### config.mk
export PLATFORM = sky130hd
export DESIGN_NAME = i2s_cfg_sequencer
export DESIGN_NICKNAME = d
export VERILOG_FILES = /design/src/rtl/i2s_cfg_sequencer.sv
export SDC_FILE = /design/constraint.sdc
export NUM_CORES = 1
export LEC_CHECK = 0
export CAP_MARGIN = 25
export CORE_AREA = 10 10 74 76
export DETAILED_ROUTE_END_ITERATION = 6
export DIE_AREA = 0 0 84 86
export PLACE_DENSITY = 0.85
export SLEW_MARGIN = 10
export SYNTH_ARGS = -nofsm -noshare
export SYNTH_HDL_FRONTEND = slang
export SYNTH_SLANG_ARGS = --single-unit
### constraint.sdc
create_clock -name pclk -period 9.55 [get_ports pclk]
set_input_delay 1.91 -clock pclk [delete_from_list [all_inputs] [get_ports pclk]]
set_output_delay 1.91 -clock pclk [all_outputs]
set_load 0.01 [all_outputs]
### src/rtl/i2s_cfg_sequencer.sv
// Control-word owner for the I2S transceiver: applies host reconfigurations by
// draining/stopping the core, pulsing its soft reset, loading the new word and settling.
module i2s_cfg_sequencer #(
  parameter int              CW            = 15,
  parameter logic [CW-1:0]   RESET_CTRL    = '0,
  parameter int              RST_CYCLES    = 4,
  parameter int              SETTLE_CYCLES = 8,
  parameter int              TIMEOUT       = 1024,
  parameter int              SYNC_STAGES   = 2
) (
  input  logic          pclk,
  input  logic          preset,
  input  logic          cfg_req,
  input  logic [CW-1:0] cfg_word,
  input  logic          cfg_drain,
  input  logic          tx_empty,
  input  logic          if_idle,
  output logic [CW-1:0] controls,
  output logic          core_rst_n,
  output logic          stop_req,
  output logic          wr_block,
  output logic          cfg_busy,
  output logic          cfg_done,
  output logic          cfg_ovr,
  output logic          cfg_err
);

  localparam int MAX_A   = (RST_CYCLES > SETTLE_CYCLES) ? RST_CYCLES : SETTLE_CYCLES;
  localparam int MAX_LIM = (TIMEOUT > MAX_A) ? TIMEOUT : MAX_A;
  localparam int CNT_W   = $clog2(MAX_LIM) + 1;

  localparam logic [CNT_W-1:0] TO_LAST  = CNT_W'(TIMEOUT - 1);
  localparam logic [CNT_W-1:0] RST_LAST = CNT_W'(RST_CYCLES - 1);
  localparam logic [CNT_W-1:0] SET_LAST = CNT_W'(SETTLE_CYCLES - 1);

  typedef enum logic [2:0] {
    S_IDLE, S_DRAIN, S_HALT, S_RESET, S_LOAD, S_SETTLE
  } state_t;

  state_t                 state, state_nxt;
  logic [CNT_W-1:0]       cnt;
  logic [SYNC_STAGES-1:0] idle_sync;
  logic                   idle_s;
  logic [CW-1:0]          shadow;
  logic                   accept;
  logic                   timeout_hit;
  logic                   timeout_evt;

  logic [CW-1:0] controls_d;
  logic          core_rst_n_d, stop_req_d, wr_block_d, cfg_busy_d;
  logic          cfg_done_d, cfg_ovr_d, cfg_err_d;

  assign idle_s      = idle_sync[SYNC_STAGES-1];
  // A request landing on the done cycle is refused so the host sees a clean handshake.
  assign accept      = (state == S_IDLE) && cfg_req && !cfg_done;
  assign timeout_hit = (cnt == TO_LAST);

  always_ff @(posedge pclk or negedge preset) begin
    if (!preset) begin
      idle_sync <= '0;
    end else begin
      idle_sync[0] <= if_idle;
      for (int i = 1; i < SYNC_STAGES; i++) begin
        idle_sync[i] <= idle_sync[i-1];
      end
    end
  end

  always_ff @(posedge pclk) begin
    if (accept) begin
      shadow <= cfg_word;
    end
  end

  always_ff @(posedge pclk or negedge preset) begin
    if (!preset) begin
      state <= S_IDLE;
      cnt   <= '0;
    end else begin
      state <= state_nxt;
      if ((state_nxt != state) || (state == S_IDLE)) begin
        cnt <= '0;
      end else begin
        cnt <= cnt + 1'b1;
      end
    end
  end

  always_comb begin
    state_nxt   = state;
    timeout_evt = 1'b0;
    unique case (state)
      S_IDLE: begin
        if (accept) begin
          if (!core_rst_n)    state_nxt = S_LOAD;
          else if (cfg_drain) state_nxt = S_DRAIN;
          else                state_nxt = S_HALT;
        end
      end
      S_DRAIN: begin
        if (tx_empty) begin
          state_nxt = S_HALT;
        end else if (timeout_hit) begin
          state_nxt   = S_RESET;
          timeout_evt = 1'b1;
        end
      end
      S_HALT: begin
        if (idle_s) begin
          state_nxt = S_RESET;
        end else if (timeout_hit) begin
          state_nxt   = S_RESET;
          timeout_evt = 1'b1;
        end
      end
      S_RESET:  if (cnt == RST_LAST) state_nxt = S_LOAD;
      S_LOAD:   state_nxt = S_SETTLE;
      S_SETTLE: if (cnt == SET_LAST) state_nxt = S_IDLE;
      default:  state_nxt = S_IDLE;
    endcase
  end

  // Outputs are decoded from the next state and registered, so they line up with state.
  always_comb begin
    cfg_busy_d   = (state_nxt != S_IDLE);
    wr_block_d   = (state_nxt != S_IDLE);
    stop_req_d   = (state_nxt == S_HALT);
    cfg_done_d   = (state == S_SETTLE) && (state_nxt == S_IDLE);
    cfg_ovr_d    = cfg_req && !accept;
    controls_d   = (state == S_LOAD) ? shadow : controls;
    core_rst_n_d = core_rst_n;
    if (state_nxt == S_RESET)       core_rst_n_d = 1'b0;
    else if (state_nxt == S_SETTLE) core_rst_n_d = 1'b1;
    cfg_err_d = cfg_err;
    if (accept)           cfg_err_d = 1'b0;
    else if (timeout_evt) cfg_err_d = 1'b1;
  end

  always_ff @(posedge pclk or negedge preset) begin
    if (!preset) begin
      controls   <= RESET_CTRL;
      core_rst_n <= 1'b0;
      stop_req   <= 1'b0;
      wr_block   <= 1'b0;
      cfg_busy   <= 1'b0;
      cfg_done   <= 1'b0;
      cfg_ovr    <= 1'b0;
      cfg_err    <= 1'b0;
    end else begin
      controls   <= controls_d;
      core_rst_n <= core_rst_n_d;
      stop_req   <= stop_req_d;
      wr_block   <= wr_block_d;
      cfg_busy   <= cfg_busy_d;
      cfg_done   <= cfg_done_d;
      cfg_ovr    <= cfg_ovr_d;
      cfg_err    <= cfg_err_d;
    end
  end

endmodule
==> results of run 1 <==
## through the flow
step                 util  power, mW
CTS                 0.688      0.770
global placement    0.657      0.605
finish              0.688      0.760
detailed placement  0.660      0.624
global route        0.688      0.808
floorplan               -      0.490
## logic make-up after synthesis
logic type | Yosys count
flops | 52
mux | 15
simple gates | 56
compound gates | 15
xor+xnor | 9
fa+ha+maj | 2
buf+inv | 9
## registers in the layout (all words and copies together), names as in the netlist
name	count
cfg_busy	1
cfg_done	1
cfg_err	1
cfg_ovr	1
cnt	11
controls	15
core_rst_n	1
idle_sync	2
shadow	15
state	3
stop_req	1
## area by class of cell
cell class / instances / area [µm²]
inverter: 4 / 15.0
clock buffer: 5 / 68.8
fill: 262 / 1240
timing repair buffer: 45 / 447
multi-input combinational: 97 / 721
clock inverter: 3 / 42.5
tap: 50 / 62.6
sequential: 52 / 1380
## layout by cell type (no fill, tap or decap), drive strengths merged, types with 2 or more instances in the layout
cell,instances
clkdlybuf4s50,42
dfrtp,37
nor2,18
mux2,15
edfxtp,15
xnor2,5
clkbuf,5
nor4,5
nand2b,4
nor2b,4
inv,4
nand2,4
xor2,4
a31oi,3
nand4,3
nand3,3
buf,3
and3,2
or3,2
nor3,2
a21oi,2
ha,2
and2,2
or2,2
## worst paths after layout
check	start	to	slack [ps]	cells after the start
setup / recovery	cfg_req	cnt[2]	5990	6
hold reg to reg	idle_sync[0]	idle_sync[1]	360	0
setup reg to reg	cnt[0]	cnt[2]	7090	6
min in group asynchronous	preset	controls[12]	2030	2
hold / removal	idle_sync[0]	idle_sync[1]	360	0
max in group asynchronous	preset	controls[0]	7200	2
## critical path, stage by stage
cell                              delay (ps)
sky130_fd_sc_hd__clkdlybuf4s50_1         470
sky130_fd_sc_hd__nand2b_1                 90
sky130_fd_sc_hd__nor4_1                  320
sky130_fd_sc_hd__a211oi_1                 90
sky130_fd_sc_hd__o2111ai_1               700
sky130_fd_sc_hd__nor2_1                  130
## per-layer routing
layer	vias to the layer above	global-route usage	wire length, µm	share of wire
met3	5	0.0378	182	0.043
li1	657	-	-	-
met4	0	0.0274	40	0.0094
met5	-	0	0	0
met2	40	0.214	2200	0.52
met1	655	0.135	1840	0.43
## power by group through the flow
| stage | logic [mW] | clock network (mW) | registers, mW |
|---|---|---|---|
| after floorplan | 0.139 | 0 | 0.351 |
| after global placement | 0.267 | 0 | 0.337 |
| after detailed placement | 0.281 | 0 | 0.344 |
| after CTS | 0.281 | 0.150 | 0.339 |
| after global routing | 0.300 | 0.159 | 0.349 |
| final | 0.276 | 0.145 | 0.339 |
==> results.md, run 1 <==
- The synthesized design contains 52 register bits.
- The cell chosen for the clock root is sky130_fd_sc_hd__clkbuf_8.
- The die width is 84 µm.
- The highest attainable clock frequency is 0.281 GHz.
- Data on the critical path arrives at its endpoint at about 3700 ps.
- Across all hold checks on the routed design, the worst slack comes to around 360 ps.
- Of the total power, combinational logic draws 0.363.
- In the routed design, unresolved DRC markers number 0.
- The number of global-route vias before repair came to 1,407.
- At the pin with the least slew margin, the transition time is 827 ps.
- The layout net count is 228.
- By area the synthesized netlist is led by sky130_fd_sc_hd__dfrtp_1, sky130_fd_sc_hd__edfxtp_1, sky130_fd_sc_hd__mux2_2, sky130_fd_sc_hd__nor2_1, sky130_fd_sc_hd__xnor2_1.
- Clock tree synthesis inserted a total of 5 buffers.
- Dividing the detail-routed wire length by the instance count gives 16.6 µm.
- After the first detailed-routing iteration, the DRC count stood at 64.
- TritonCTS built the clock tree.
- The total global-route track usage is 0.119.
- Summed over all nets, the switching power comes to 230 µW.
- The fraction of synthesis flops using an asynchronous set or reset pin is 0.712.
- The post-synthesis cell type count is 41.
- The number of buffer cells added on primary ports is 42.
- The flow ran to the end, and the final reports show no timing, DRC or antenna violations.
- The count of pins over their slew limit was 0.
- Once detail routing completed, the nets flagged for antenna violations numbered 0.
- After detailed routing, the number of vias per cell comes to 5.30.
- Headroom to the max-slew limit came out at 0.448.
- Synthesis produced a netlist with a net count of 181.
- The placed cell count is 248.
- Setup violations remaining at the end of the flow were counted as 0.
- The area growth from synthesis to layout is 28.2%.
- The post-synthesis adder-cell area fraction is 0.0117.
- After legalization and detailed placement, the total HPWL measured 3300 µm.
- The total power density per cell area is around 280 nW/µm².
- The share of total power dissipated in the clock network is 0.191.
- At the end of routability-driven placement, the weighted congestion stood at between 0.9 and 1.
- The clock reaches the later pin of the worst-skew pair after around 300 ps.
- The static leakage power is 1.09 nW.
- Yosys printed 0 warnings.
- The number of hold violations in the final report is 0.
- After global routing the overflow that remains totals 0.
- The worst setup path is captured at a register.
- Yosys instantiated no cell more often than sky130_fd_sc_hd__dfrtp_1.
- The overall die height is 86 µm.
- The xor/xnor cell area share of the yosys netlist is 0.0370.
- The count of non-filler cells in the finished layout is 256.
- Detailed routing inserted a total of 1,357 vias.
- The number of detailed-routing iterations run before antenna repair is 4.
- The cell count after synthesis came out at 158.
- The post-route clock period utilization is 0.372.
- The core area is 3970 µm².
- The largest area contributor in the netlist is sky130_fd_sc_hd__dfrtp_1.
- The worst clock skew on the final layout is 8.80 ps.
- The routed design has 4260 µm of wire.
- The cell area that synthesis handed to floorplanning was 2130 µm².
- The number of diodes added for antenna fixing is 0.
- The commonest cells after synthesis are sky130_fd_sc_hd__dfrtp_1, sky130_fd_sc_hd__nor2_1, sky130_fd_sc_hd__edfxtp_1, sky130_fd_sc_hd__mux2_2, sky130_fd_sc_hd__xnor2_1.
- The internal power summed over all cells is 530 µW.
- The classification of the worst setup path is in2reg.
- The share of total power dissipated in sequential elements is 0.446.
- Pin placement for this block handled 43 I/O pins.
- The finished cells cover 2730 µm².
- Of the cells placed in the final design, the portion with a size suffix greater than 1 is 0.155.
- The longest clock path from root to sink contains 2 buffers.
- The average instance area after synthesis is ~13 µm².
- The die covers 7220 µm².
- The worst slack after detailed placement is 5630 ps.
- The row count is 23.
- By area, the combinational part of the netlist is dominated by simple AND/OR/NAND/NOR gates.
- The H-tree depth reported by CTS is 2.
- Hold repair after CTS inserted 0 buffers.
- The proportion of netlist area held by the largest area contributor is 0.434.
- The cell area after placement is 2620 µm².
- Of all nets on the critical path, the largest fanout is 11.
- The aggregate negative setup slack is 0 ps.
- The number of synthesized flops with an enable pin is 15.
- The maximum VDD drop is ~0.00015 V.
- The simple-gate portion of the synthesized area is 0.155.
- Across the run, the number of max-cap violations was 0.
- For the worst setup path, the data required time is about 9700 ps.
- The post-CTS setup buffer count is 0.
- The worst path setup slack after routing is about 6000 ps.
- Setup repair after global routing left no endpoint under its margin.
- The clock period minus worst slack is 3560 ps.
- The most used flip-flop cell after synthesis is sky130_fd_sc_hd__dfrtp_1.
- Of the total power, the share spent switching nets is 0.303.
- The initial antenna violation count is 0.
- Entering global routing, the biggest net connects 38 pins.
- The post-synthesis compound-gate area fraction was 0.0522.
- The share of synthesized area occupied by flip-flops and latches is 0.646.
- Once the clock tree was built, the resizer swapped 0 gates to a different size.
- The kind of path behind the tightest hold check is reg2reg.
- The count of clock tree sinks is 52.
- The first global-routing pass estimated 6980 µm of wire.
- Clock-pin slew was measured on the worst setup and hold paths at 80 ps.
- The multiplexer fraction of the synthesized cell area is 0.0792.
- For this configuration, the core starts out at a cell density of 0.537.
- The critical path launch point type is a primary input.
(Power assumes the default switching activity.)
==> inputs of run 2 (changes only) <==
--- a/config.mk
+++ b/config.mk
@@ -6,10 +6,10 @@
 export NUM_CORES = 1
 export LEC_CHECK = 0
 export CAP_MARGIN = 25
-export CORE_AREA = 10 10 74 76
+export CORE_AREA = 10 10 77 79
 export DETAILED_ROUTE_END_ITERATION = 6
-export DIE_AREA = 0 0 84 86
-export PLACE_DENSITY = 0.85
+export DIE_AREA = 0 0 87 89
+export PLACE_DENSITY = 0.79
 export SLEW_MARGIN = 10
 export SYNTH_ARGS = -nofsm -noshare
 export SYNTH_HDL_FRONTEND = slang
==> constraint.sdc (replaced) <==
create_clock -name pclk -period 3.63 [get_ports pclk]
set_input_delay 0.726 -clock pclk [delete_from_list [all_inputs] [get_ports pclk]]
set_output_delay 0.726 -clock pclk [all_outputs]
set_load 0.01 [all_outputs]
==> run 2 against run 1 <==
  * Clock power increased by 120%
  * Sequential cell count unchanged
  * Critical path type unchanged
  * Utilization decreased by 9.1 points
  * Power increased to 2.6 times the previous value
  * Clock-buffer cell count increased by 1
  * Largest power group unchanged
==> results.md, run 2 (synthesis results as in run 1) <==
- The post-CTS setup buffer count was 0 (unchanged).
- The hold-critical path endpoint is idle_sync[1] (unchanged).
- The hold buffer count at CTS was 0 (unchanged).
- The clock tree from TritonCTS is done (unchanged).
- The violation count after the first detailed-route iteration is 70 (was 64).
- The aggregate negative setup slack was 0 ps (unchanged).
- The classification of the worst setup path is in2reg (unchanged).
- The number of maximum-capacitance violations is 0 (unchanged).
- The core area was 4540 µm² (was 3970 µm²).
- The number of diodes added for antenna fixing came to 0 (unchanged).
- The number of buffer cells added on primary ports is 42 (unchanged).
- The number of hold violations in the final report is 0 (unchanged).
- The total global-route track usage came to 0.117 (was 0.119).
- The count of nets left with antenna violations after detail routing came to 0 (unchanged).
- The layout net count is 228 (unchanged).
- The row count is 25 (was 23).
- Registers with the highest flip-flop counts: controls (15), shadow (15), cnt (11) (unchanged).
- The total congestion overflow was 0 (unchanged).
- Timing would allow up to about 0.43 GHz.
- The placed wire-length estimate after detailed placement is 3090 µm (was 3300 µm).
- The minimum setup slack among reg-to-reg paths is 1470 ps (was 7090 ps).
- The count of pins over their slew limit came to 0 (unchanged).
- The placer's final routability congestion estimate came to 0.802 (was 0.953).
- The share of post-route cells with drive strength above 1 is 0.155 (unchanged).
- The worst clock skew on the final layout came to 14.0 ps (was 8.80 ps).
- Dividing the final minimum period by the clock period gives 0.641.
- The maximum number of pins on one net before global-route repair was 38 (unchanged).
- The number of top-level pins came to 43 (unchanged).
- The depth of the worst register-to-register path is 5 (was 6).
- The most common cell after layout, fill and taps aside is sky130_fd_sc_hd__clkdlybuf4s50_1 (unchanged).
- The global-route wire length before repair is 7220 µm (was 6980 µm).
- The clock slew at the register clock pins of the worst setup and hold paths came to 90 ps (was 80 ps).
- The number of fillers in the final layout was 376 (was 262).
- The transition at the pin with the smallest max-transition slack is 832 ps (was 827 ps).
- The worst max-slew margin expressed relative to the limit came to 0.445 (was 0.448).
- The nature of the critical path endpoint was a register (unchanged).
- The initial antenna violation count is 0 (unchanged).
- The number of design rule violations left after detail routing was 0 (unchanged).
- The count of clock tree sinks was 52 (unchanged).
- The number of vias per cell is 5.27 (was 5.30).
- The die area is 7740 µm² (was 7220 µm²).
- The total power density per cell area is 720 nW/µm² (was 278 nW/µm²).
- The total wire length was 4200 µm (was 4260 µm).
- The maximum VDD drop is 0.000248 V (was 0.000150 V).
- The number of vias in the routed layout was 1,371 (was 1,357).
- The maximum fanout count along the critical path was 19 (was 11).
- The signal arrival time at the worst endpoint came to 2510 ps (was 3710 ps).
- The overall die height is 89 µm (was 86 µm).
- The data required time of the critical path is 3810 ps (was 9700 ps).
- The total setup violations reported at the end of the flow was 0 (unchanged).
- The startpoint of the worst-slack reg-to-reg timing path is cnt[4] (was cnt[0]).
- The kind of path behind the tightest hold check was reg2reg (unchanged).
- The routed length per instance is 16.1 µm (was 16.6 µm).
- Subtracting the final worst setup slack from the clock period gives 2330 ps.
- The launch point of the worst hold path is idle_sync[0] (unchanged).
- The signed area change from the synthesized netlist to the final layout was 26.9% (was 28.2%).
- The critical path launch point type was a primary input (unchanged).
- Unrepaired setup endpoints after global routing: false (unchanged).
- Status: completed (unchanged).
- The number of gates given a new drive strength after cts is 0 (unchanged).
- The static leakage power was 1.08 nW (was 1.09 nW).
- The reg-to-reg critical path endpoint was cfg_busy (was cnt[2]).
- The number of global-route vias before repair is 1,436 (was 1,407).
- The clock insertion delay at the later pin of the skew report is 310 ps (was 300 ps).
- The depth of the worst hold-timing path was 0 (unchanged).
- The cell chosen for the clock root is sky130_fd_sc_hd__clkbuf_8 (unchanged).
- The end-of-flow core utilization is 0.597 (was 0.688).
- The number of CTS-inserted buffers is 5 (unchanged).
- Leading cell types in the layout, fill and taps excluded: sky130_fd_sc_hd__clkdlybuf4s50_1, sky130_fd_sc_hd__dfrtp_1, sky130_fd_sc_hd__nor2_1 (unchanged).
- The deepest clock path buffer count came to 2 (unchanged).
- The number of detailed-routing iterations run before antenna repair is 4 (unchanged).
- The H-tree depth reported by CTS is 2 (unchanged).
- The die width is 87 µm (was 84 µm).
- The starting density of the core was 0.470 (was 0.537).
## run 2: metal layers
metal / global-route usage / wire length, µm
met5: 0 / 0
met4: 0.0353 / 40
met3: 0.0410 / 297
met2: 0.193 / 2030
met1: 0.140 / 1830
## run 2: cell type report
class / instances / area [µm²] / area share
clock inverters: 2 / 16.3 / 0.00601
inverters: 4 / 15.0 / 0.00555
well taps: 54 / 67.6 / 0.0250
multi-input cells: 97 / 721 / 0.266
clock buffers: 6 / 72.6 / 0.0268
flip-flops and latches: 52 / 1380 / 0.509
repair buffers: 45 / 438 / 0.162
## run 2: power breakdown
group	leakage [nW]	switching, mW	internal, mW
clock	0.0414	0.184	0.137
combinational	0.431	0.319	0.418
sequential	0.604	0.111	0.780
total	1.08	0.614	1.34
## run 2: worst max-delay path by stage
stage | start | to | slack [ps] | cells after the start
global placement | cfg_req | cfg_busy | 1060 | 7
finish | cfg_req | cfg_busy | 1300 | 7
CTS | cfg_req | cfg_busy | 1320 | 7
detailed placement | cfg_req | cfg_busy | 1000 | 7
global route | cfg_req | cfg_busy | 1200 | 7
floorplan | cfg_req | cnt[2] | 320 | 6
## run 2: per-stage QoR
stage | instances | power (mW) | hold WS (ps) | worst slack, ps | instance area, µm²
after global placement | 252 | 1.63 | 347 | 1060 | 2620
after global routing | 260 | 2.09 | 383 | 1200 | 2710
after floorplan | 158 | 1.29 | 331 | 321 | 2130
after CTS | 260 | 1.98 | 373 | 1320 | 2710
after detailed placement | 252 | 1.65 | 352 | 1000 | 2620
final | 260 | 1.95 | 370 | 1300 | 2710
## run 2: worst max-delay path: stages
cell and delay, ps:
sky130_fd_sc_hd__clkdlybuf4s50_1 430, sky130_fd_sc_hd__nand2b_1 120, sky130_fd_sc_hd__nor4_2 40, sky130_fd_sc_hd__buf_4 230, sky130_fd_sc_hd__a221o_1 320, sky130_fd_sc_hd__or2_1 260
sky130_fd_sc_hd__or3_1 370
==> inputs of run 3 (changes only) <==
==> constraint.sdc (replaced) <==
create_clock -name pclk -period 2.3 [get_ports pclk]
set_input_delay 0.46 -clock pclk [delete_from_list [all_inputs] [get_ports pclk]]
set_output_delay 0.46 -clock pclk [all_outputs]
set_load 0.01 [all_outputs]
==> run 3 against run 2 <==
  * Design area is 0.32% higher
  * Sequential cell count stayed put
  * Die area stayed put
  * Routed wire length is 4.5% lower
  * Non-clock buffer count stayed put
  * Worst hold slack worse by 130 ps
  * Clock power is 54% higher
  * Combinational power is 56% higher
  * Cell count stayed put
  * Sequential power is 58% higher
  * Clock skew is 6.1 ps lower
  * Via count is 1.0% lower
  * Largest cell class unchanged
==> results.md, run 3 (synthesis results as in run 1) <==
- Status: completed (unchanged).
- The switching fraction of total power was 0.310 (was 0.315).
- The maximum fanout count along the critical path is 11 (was 19).
- The starting density of the core is 0.470 (unchanged).
- The number of vias per cell came to 5.22 (was 5.27).
- Based on the critical path, the design can be clocked at up to 0.474 GHz.
- The reg-to-reg critical path endpoint is cnt[2] (was cfg_busy).
- The signed area change from the synthesized netlist to the final layout is 27.3% (was 26.9%).
- The static leakage power came to 1.08 nW (about the same).
- The cell chosen for the clock root is sky130_fd_sc_hd__clkbuf_8 (unchanged).
- The core area came to 4540 µm² (unchanged).
- The total global-route track usage is 0.109 (was 0.117).
- The number of top-level pins was 43 (unchanged).
- The minimum setup slack among reg-to-reg paths is 190 ps (was 1470 ps).
- The count of pins over their slew limit was 0 (unchanged).
- The hold buffer count at CTS is 0 (unchanged).
- The transition at the pin with the smallest max-transition slack is 797 ps (was 832 ps).
- The global-route wire length before repair was 6620 µm (was 7220 µm).
- The die width came to 87 µm (unchanged).
- The number of global-route vias before repair was 1,343 (was 1,436).
- The kind of path behind the tightest hold check is in2async (was reg2reg).
- The proportion of power drawn by the clock network is 0.163 (was 0.165).
- The internal power summed over all cells is 2.11 mW (was 1.34 mW).
- The deepest clock path buffer count is 2 (unchanged).
- The maximum VDD drop is 0.000484 V (was 0.000248 V).
- The worst max-slew margin expressed relative to the limit is 0.468 (was 0.445).
- The critical path launch point type is a register (was primary input).
- The total wire length is 4010 µm (was 4200 µm).
- The routing usage on met1 is 0.140 (about the same).
- The busiest layer in global routing is met2 (unchanged).
- The worst path setup slack after routing is 190 ps (was 1300 ps).
- The overall die height is 89 µm (unchanged).
- The number of diodes added for antenna fixing is 0 (unchanged).
- The number of hold violations in the final report is 0 (unchanged).
- The reported net switching power is 948 µW (was 614 µW).
- The count of clock tree sinks is 52 (unchanged).
- The startpoint of the worst-slack reg-to-reg timing path is cnt[4] (unchanged).
- The clock tree from TritonCTS is done (unchanged).
- The met2 track utilization from global routing is 0.165 (was 0.193).
- The number of buffer cells added on primary ports came to 42 (unchanged).
- The number of fillers in the final layout is 374 (was 376).
- Of the available clock period, the critical path in the final layout requires 0.918.
- The total setup violations reported at the end of the flow is 0 (unchanged).
- The nature of the critical path endpoint is a register (unchanged).
- The signal arrival time at the worst endpoint came to 2300 ps (was 2510 ps).
- The initial antenna violation count is 0 (unchanged).
- The classification of the worst setup path is reg2reg (was in2reg).
- The met3 track demand over resource in global routing is 0.0410 (unchanged).
- The depth of the worst register-to-register path is 6 (was 5).
- The worst slack after detailed placement was 150 ps (was 1000 ps).
- The worst clock skew on the final layout was 7.92 ps (was 14.0 ps).
- The placed wire-length estimate after detailed placement is 2980 µm (was 3090 µm).
- The row count is 25 (unchanged).
- The total congestion overflow came to 0 (unchanged).
- The most common cell after layout, fill and taps aside is sky130_fd_sc_hd__clkdlybuf4s50_1 (unchanged).
- The share of post-route cells with drive strength above 1 came to 0.155 (unchanged).
- The number of CTS-inserted buffers is 5 (unchanged).
- The overall power after layout was 3.06 mW (was 1.95 mW).
- The fraction of power consumed by sequential logic is 0.462 (was 0.457).
- The routed length per instance is 15.4 µm (was 16.1 µm).
- The H-tree depth reported by CTS is 2 (unchanged).
- The maximum number of pins on one net before global-route repair was 38 (unchanged).
- The clock period minus worst slack is approximately 2100 ps.
- The number of design rule violations left after detail routing is 0 (unchanged).
- The post-CTS setup buffer count is 0 (unchanged).
- The power share of the combinational group was 0.376 (was 0.378).
- The clock insertion delay at the later pin of the skew report is 300 ps (was 310 ps).
- The number of vias in the routed layout is 1,357 (was 1,371).
- The data required time of the critical path is 2490 ps (was 3810 ps).
- The number of maximum-capacitance violations came to 0 (unchanged).
- The number of gates given a new drive strength after cts is 0 (unchanged).
- Unrepaired setup endpoints after global routing: false (unchanged).
- The die area was 7740 µm² (unchanged).
- The clock slew at the register clock pins of the worst setup and hold paths is 90 ps (about the same).
- Registers with the highest flip-flop counts: controls (15), shadow (15), cnt (11) (unchanged).
- The number of detailed-routing iterations run before antenna repair is 4 (unchanged).
- Leading cell types in the layout, fill and taps excluded: sky130_fd_sc_hd__clkdlybuf4s50_1, sky130_fd_sc_hd__dfrtp_1, sky130_fd_sc_hd__nor2_1 (unchanged).
- The placer's final routability congestion estimate is 0.858 (was 0.802).
- The violation count after the first detailed-route iteration came to 79 (was 70).
- The aggregate negative setup slack was 0 ps (unchanged).
- The count of nets left with antenna violations after detail routing is 0 (unchanged).
- The total power density per cell area came to 1130 nW/µm² (was 720 nW/µm²).
- The layout net count came to 228 (unchanged).
[run 3: cell counts in the layout (fill, tap and decap cells not counted)]
Identical to the previous run, type by type.
[run 3: per-stage QoR]
stage,utilization,instances,hold slack [ps],cell area (µm²)
CTS,0.599,260,266,2720
detailed placement,0.579,252,347,2630
finish,0.599,260,236,2720
global placement,0.579,252,333,2630
global route,0.599,260,301,2720
floorplan,-,158,164,2150
[run 3: critical path, stage by stage, from the launching register on]
cell	delay, ps
sky130_fd_sc_hd__dfrtp_1	470
sky130_fd_sc_hd__nor4_4	370
sky130_fd_sc_hd__a31oi_1	210
sky130_fd_sc_hd__or4b_1	560
sky130_fd_sc_hd__o2111ai_1	120
sky130_fd_sc_hd__buf_4	210
sky130_fd_sc_hd__nor2_1	70
[run 3: power groups by stage]
stage | sequential, mW | clock, mW | combinational [mW]
after floorplan | 1.46 | 0 | 0.593
after global placement | 1.43 | 0 | 1.15
after detailed placement | 1.44 | 0 | 1.17
after CTS | 1.42 | 0.523 | 1.18
after global routing | 1.46 | 0.560 | 1.27
final | 1.41 | 0.497 | 1.15
[run 3: cell type report]
cell class / instances / area (µm²) / area share
sequential: 52 / 1380 / 0.507
multi-input combinational: 97 / 729 / 0.269
timing repair buffer: 45 / 438 / 0.161
clock buffer: 6 / 72.6 / 0.0267
tap: 54 / 67.6 / 0.0249
clock inverter: 2 / 16.3 / 0.00599
inverter: 4 / 15.0 / 0.00553
[run 3: how the worst max path moves through the flow]
stage | from | end | slack [ps]
floorplan | state[0] | cnt[2] | 300
global placement | tx_empty | cfg_busy | 180
detailed placement | cfg_req | cfg_busy | 150
CTS | cnt[10] | cnt[2] | 170
global route | cnt[4] | cnt[2] | 20
finish | cnt[4] | cnt[2] | 190
[run 3: layer usage]
layer  part of all wire  vias to the layer above
li1                   -                      656
met1               0.44                      656
met2               0.47                       39
met3              0.069                        6
met4              0.014                        0
met5                  0                        -
==> patch 1: new RTL, flow settings as in run 3 <==
`RST_CYCLES`: 4 -> 2.
--- a/src/rtl/i2s_cfg_sequencer.sv
+++ b/src/rtl/i2s_cfg_sequencer.sv
@@ -3,7 +3,7 @@
 module i2s_cfg_sequencer #(
   parameter int              CW            = 15,
   parameter logic [CW-1:0]   RESET_CTRL    = '0,
-  parameter int              RST_CYCLES    = 4,
+  parameter int              RST_CYCLES    = 2,
   parameter int              SETTLE_CYCLES = 8,
   parameter int              TIMEOUT       = 1024,
   parameter int              SYNC_STAGES   = 2
Check against the original RTL: same outputs for any inputs over 10 cycles, from zero or initial values and one cycle with preset low; that may be too few to reach the edited logic, so the function may still have changed.
==> patch 1 against run 3 <==
  * Clock power grew 3%
  * Critical path depth shrank 1
  * Worst setup slack lost 140 ps
  * Die area is the same
  * Routed wire length grew 10%
  * Total power grew 7.6%
  * Critical endpoint is now cfg_busy
  * Sequential share of layout area shrank 2.8 points
  * Synthesized area grew 1.2%
  * Non-clock buffer count grew 13
  * Clock skew grew 3.9 ps
  * Utilization grew 3.6 points
  * Cell area grew 5.9%
  * Sequential cell count is the same
  * Global-route usage grew 0.49 points
==> patch 1: results (changes against run 3) <==
{
  "critical_path": {
    "endpoint_of_the_worst_register_to_register_path": "cfg_busy",
    "critical_path.max_fanout": {"value": 4, "change": "-7"},
    "worst_setup_path_startpoint": "cnt[3]",
    "max_stage_delay": {"value": 590, "unit": "ps", "change": "+30 ps"},
    "rr_worst_depth": {"value": 5, "change": "-1"},
    "cp_slowest_cell": "sky130_fd_sc_hd__or4_4",
    "crit_arrival": {"value": 2440, "unit": "ps", "change": "+140 ps"}
  },
  "place": {
    "place_inst": {"value": 267, "change": "+6.0%"},
    "post_dp_hpwl": {"value": 3110, "unit": "um", "change": "+4.3%"},
    "gp_congestion": {"value": 0.834, "change": "-2.8%"}
  },
  "clocking": {
    "postCtsResizedCells": {"value": 3, "change": "+3"}
  },
  "cells_and_area": {
    "area_of_the_multi_input_gates": {"value": 786, "unit": "um2", "change": "+7.7%"},
    "final-clk-cell-share": {"value": 3.09, "unit": "%", "change": "-0.18 points"},
    "inverters_excl_clock": {"value": 5, "change": "+1"},
    "drive_gt1_share": {"value": 23.3, "unit": "%", "change": "+7.8 points"},
    "fillers": {"value": 359, "change": "-4.0%"},
    "multiInputCombCellCount": {"value": 100, "change": "+3.1%"}
  },
  "logic_synthesis": {
    "syn_avg_cell_area": {"value": 13.1, "unit": "um2", "change": "-3.1%"},
    "synth-seq-area-share": {"value": 63.8, "unit": "%", "change": "-0.75 points"},
    "yosys-top-cells-count": "37 x sky130_fd_sc_hd__dfrtp_1, 15 x sky130_fd_sc_hd__edfxtp_1, 15 x sky130_fd_sc_hd__mux2_2, 12 x sky130_fd_sc_hd__nor3_1",
    "synth_cell_type_count": {"value": 39, "change": "-4.9%"},
    "synth_fp_nets": {"value": 188, "change": "+3.9%"},
    "synth.area.top_cells": "sky130_fd_sc_hd__dfrtp_1 43%, sky130_fd_sc_hd__edfxtp_1 21%, sky130_fd_sc_hd__mux2_2 7.8%"
  },
  "global_route": {
    "globalRouteTotalUtil": {"value": 11.4, "unit": "%", "change": "+0.49 points"},
    "first_global_vias": {"value": 1514, "change": "+13%"}
  },
  "detailed_routing": {
    "route.vias.total": {"value": 1481, "change": "+9.1%"}
  },
  "timing": {
    "max_slew_margin": {"value": 46.5, "unit": "%", "change": "-0.37 points"},
    "hold-worst-slack": {"value": 227, "unit": "ps", "change": "-9.08 ps"}
  },
  "power_and_ir_drop": {
    "power.static_leakage": {"value": 1.15, "unit": "nW", "change": "+6.4%"}
  },
  "status": {
    "run_status": "complete, no violations"
  }
}
-- patch 1: power by group through the flow --
stage	combinational, mW	clock, mW	sequential, mW
floorplan	0.652	0	1.43
detailed placement	1.27	0	1.42
global route	1.51	0.569	1.44
finish	1.38	0.514	1.40
global placement	1.25	0	1.41
CTS	1.30	0.528	1.40
-- patch 1: stage by stage --
step | util [%] | power, mW
2_1_floorplan | - | 2.09
3_3_place_gp | 59.9 | 2.65
3_5_place_dp | 59.9 | 2.69
4_1_cts | 62.1 | 3.22
5_1_grt | 63.4 | 3.52
6_report | 63.4 | 3.29
-- patch 1: cell families after synthesis --
family / share of synthesized area [%]
xor gates and xnor gates: 3.65
buffers and inverters: 2.49
AOI/OAI and AO/OA: 4.76
and+or+nand+nor: 16.3
adders and majority gates: 1.16
muxes: 7.83
DFF: 63.8
-- patch 1: layer usage --
metal	GRT usage [%]	routed length, um	vias up
met2	20.1	2370	27
met1	12.7	1800	736
met5	0	0	-
met3	2.73	190	7
li1	-	-	711
met4	5.30	59	0
==> patch 2: new RTL, settings of run 3 <==
Made on the original files. The 6 states of `state_t` get a one-hot encoding in 6 bits.
--- a/src/rtl/i2s_cfg_sequencer.sv
+++ b/src/rtl/i2s_cfg_sequencer.sv
@@ -33,8 +33,8 @@
   localparam logic [CNT_W-1:0] RST_LAST = CNT_W'(RST_CYCLES - 1);
   localparam logic [CNT_W-1:0] SET_LAST = CNT_W'(SETTLE_CYCLES - 1);
 
-  typedef enum logic [2:0] {
-    S_IDLE, S_DRAIN, S_HALT, S_RESET, S_LOAD, S_SETTLE
+  typedef enum logic [5:0] {
+    S_IDLE = 6'b000001, S_DRAIN = 6'b000010, S_HALT = 6'b000100, S_RESET = 6'b001000, S_LOAD = 6'b010000, S_SETTLE = 6'b100000
   } state_t;
 
   state_t                 state, state_nxt;
Formal check against the unedited RTL: same outputs for any inputs over 10 cycles, from zero or initial values and one cycle with preset low; not proved beyond that.
==> patch 2 against run 3 <==
  * Sequential power rose by 4%
  * Routed wire length rose by 24%
  * Cell area rose by 14%
  * Synthesized area rose by 17%
  * Count of clock-buffer cells in the layout fell by 1
  * Total power rose by 13%
  * Sequential cell count rose by 3
  * Worst setup slack improved by 37 ps
==> patch 2: results (changes against run 3) <==
{
  "status": {
    "run_status": "complete, no violations"
  },
  "global_route": {
    "grt_start_max_net_pins": {"value": 20, "change": "-47%"},
    "globalRouteTotalUtil": {"value": 13.2, "unit": "%", "change": "+2.2 points"},
    "first_global_vias": {"value": 1650, "change": "+23%"}
  },
  "logic_synthesis": {
    "async_flop_share": {"value": 72.7, "unit": "%", "change": "+1.6 points"},
    "synthCells": {"value": 199, "change": "+26%"},
    "fraction_of_synthesized_cell_area_in_xor_and_xnor_cells": {"value": 3.86, "unit": "%", "change": "+0.16 points"},
    "synth_cell_type_count": {"value": 51, "change": "+24%"},
    "yosys-mux-area-fraction": {"value": 8.11, "unit": "%", "change": "+0.19 points"},
    "yosys.area_share.adder": {"value": 0.501, "unit": "%", "change": "-0.67 points"},
    "synth_fp_nets": {"value": 221, "change": "+22%"}
  },
  "critical_path": {
    "cp_slowest_cell": "sky130_fd_sc_hd__or4_4",
    "critical_path.endpoint": "cnt[7]",
    "rr_worst_depth": {"value": 7, "change": "+1"},
    "reg2reg_slack": {"value": 230, "unit": "ps", "change": "+40 ps"}
  },
  "timing": {
    "worst_pin_slew": {"value": 557, "unit": "ps", "change": "-241 ps"},
    "timing.clock.skew": {"value": 4.63, "unit": "ps", "change": "-3.29 ps"},
    "hold-worst-slack": {"value": 32.0, "unit": "ps", "change": "-204 ps"}
  },
  "cells_and_area": {
    "area_share_nonclk_buffers": {"value": 17.4, "unit": "%", "change": "+1.3 points"},
    "fillers": {"value": 350, "change": "-6.4%"},
    "inverters_excl_clock": {"value": 6, "change": "+2"},
    "nFlopsAndLatches": {"value": 55, "change": "+5.8%"},
    "seqCellArea": {"value": 1450, "unit": "um2", "change": "+5.5%"},
    "multiInputCombCellCount": {"value": 124, "change": "+28%"},
    "n_all_buffers": {"value": 57, "change": "+27%"},
    "drive_gt1_share": {"value": 18.4, "unit": "%", "change": "+2.9 points"}
  },
  "place": {
    "post_dp_hpwl": {"value": 3760, "unit": "um", "change": "+26%"}
  },
  "power_and_ir_drop": {
    "power.ir.vdd_worst": {"value": 667, "unit": "uV", "change": "+38%"}
  }
}
==> patch 2: changes by cell type after synthesis, moves of 3 or more <==
cell,delta
sky130_fd_sc_hd__buf_2,+3
sky130_fd_sc_hd__clkbuf_1,+3
sky130_fd_sc_hd__mux2_2,-9
sky130_fd_sc_hd__mux2_4,+9
sky130_fd_sc_hd__nand2_1,+3
sky130_fd_sc_hd__nor2_1,-11
sky130_fd_sc_hd__nor3_1,+15
sky130_fd_sc_hd__o21ai_0,+3
==> patch 2: routing by layer <==
layer  vias to the layer above  global-route usage (%)  routed length (um)
li1                        838                       -                   -
met1                       815                    16.1                2100
met2                        54                    20.9                2390
met3                         5                    4.56                 394
met4                         0                    5.01                  73
met5                         -                       0                   0
==> patch 2: power by group <==
part | switching, mW | internal [mW] | total, mW | leakage [nW]
clock network | 0.329 | 0.226 | 0.555 | 0.0467
registers | 0.165 | 1.31 | 1.47 | 0.655
logic | 0.641 | 0.791 | 1.43 | 0.570
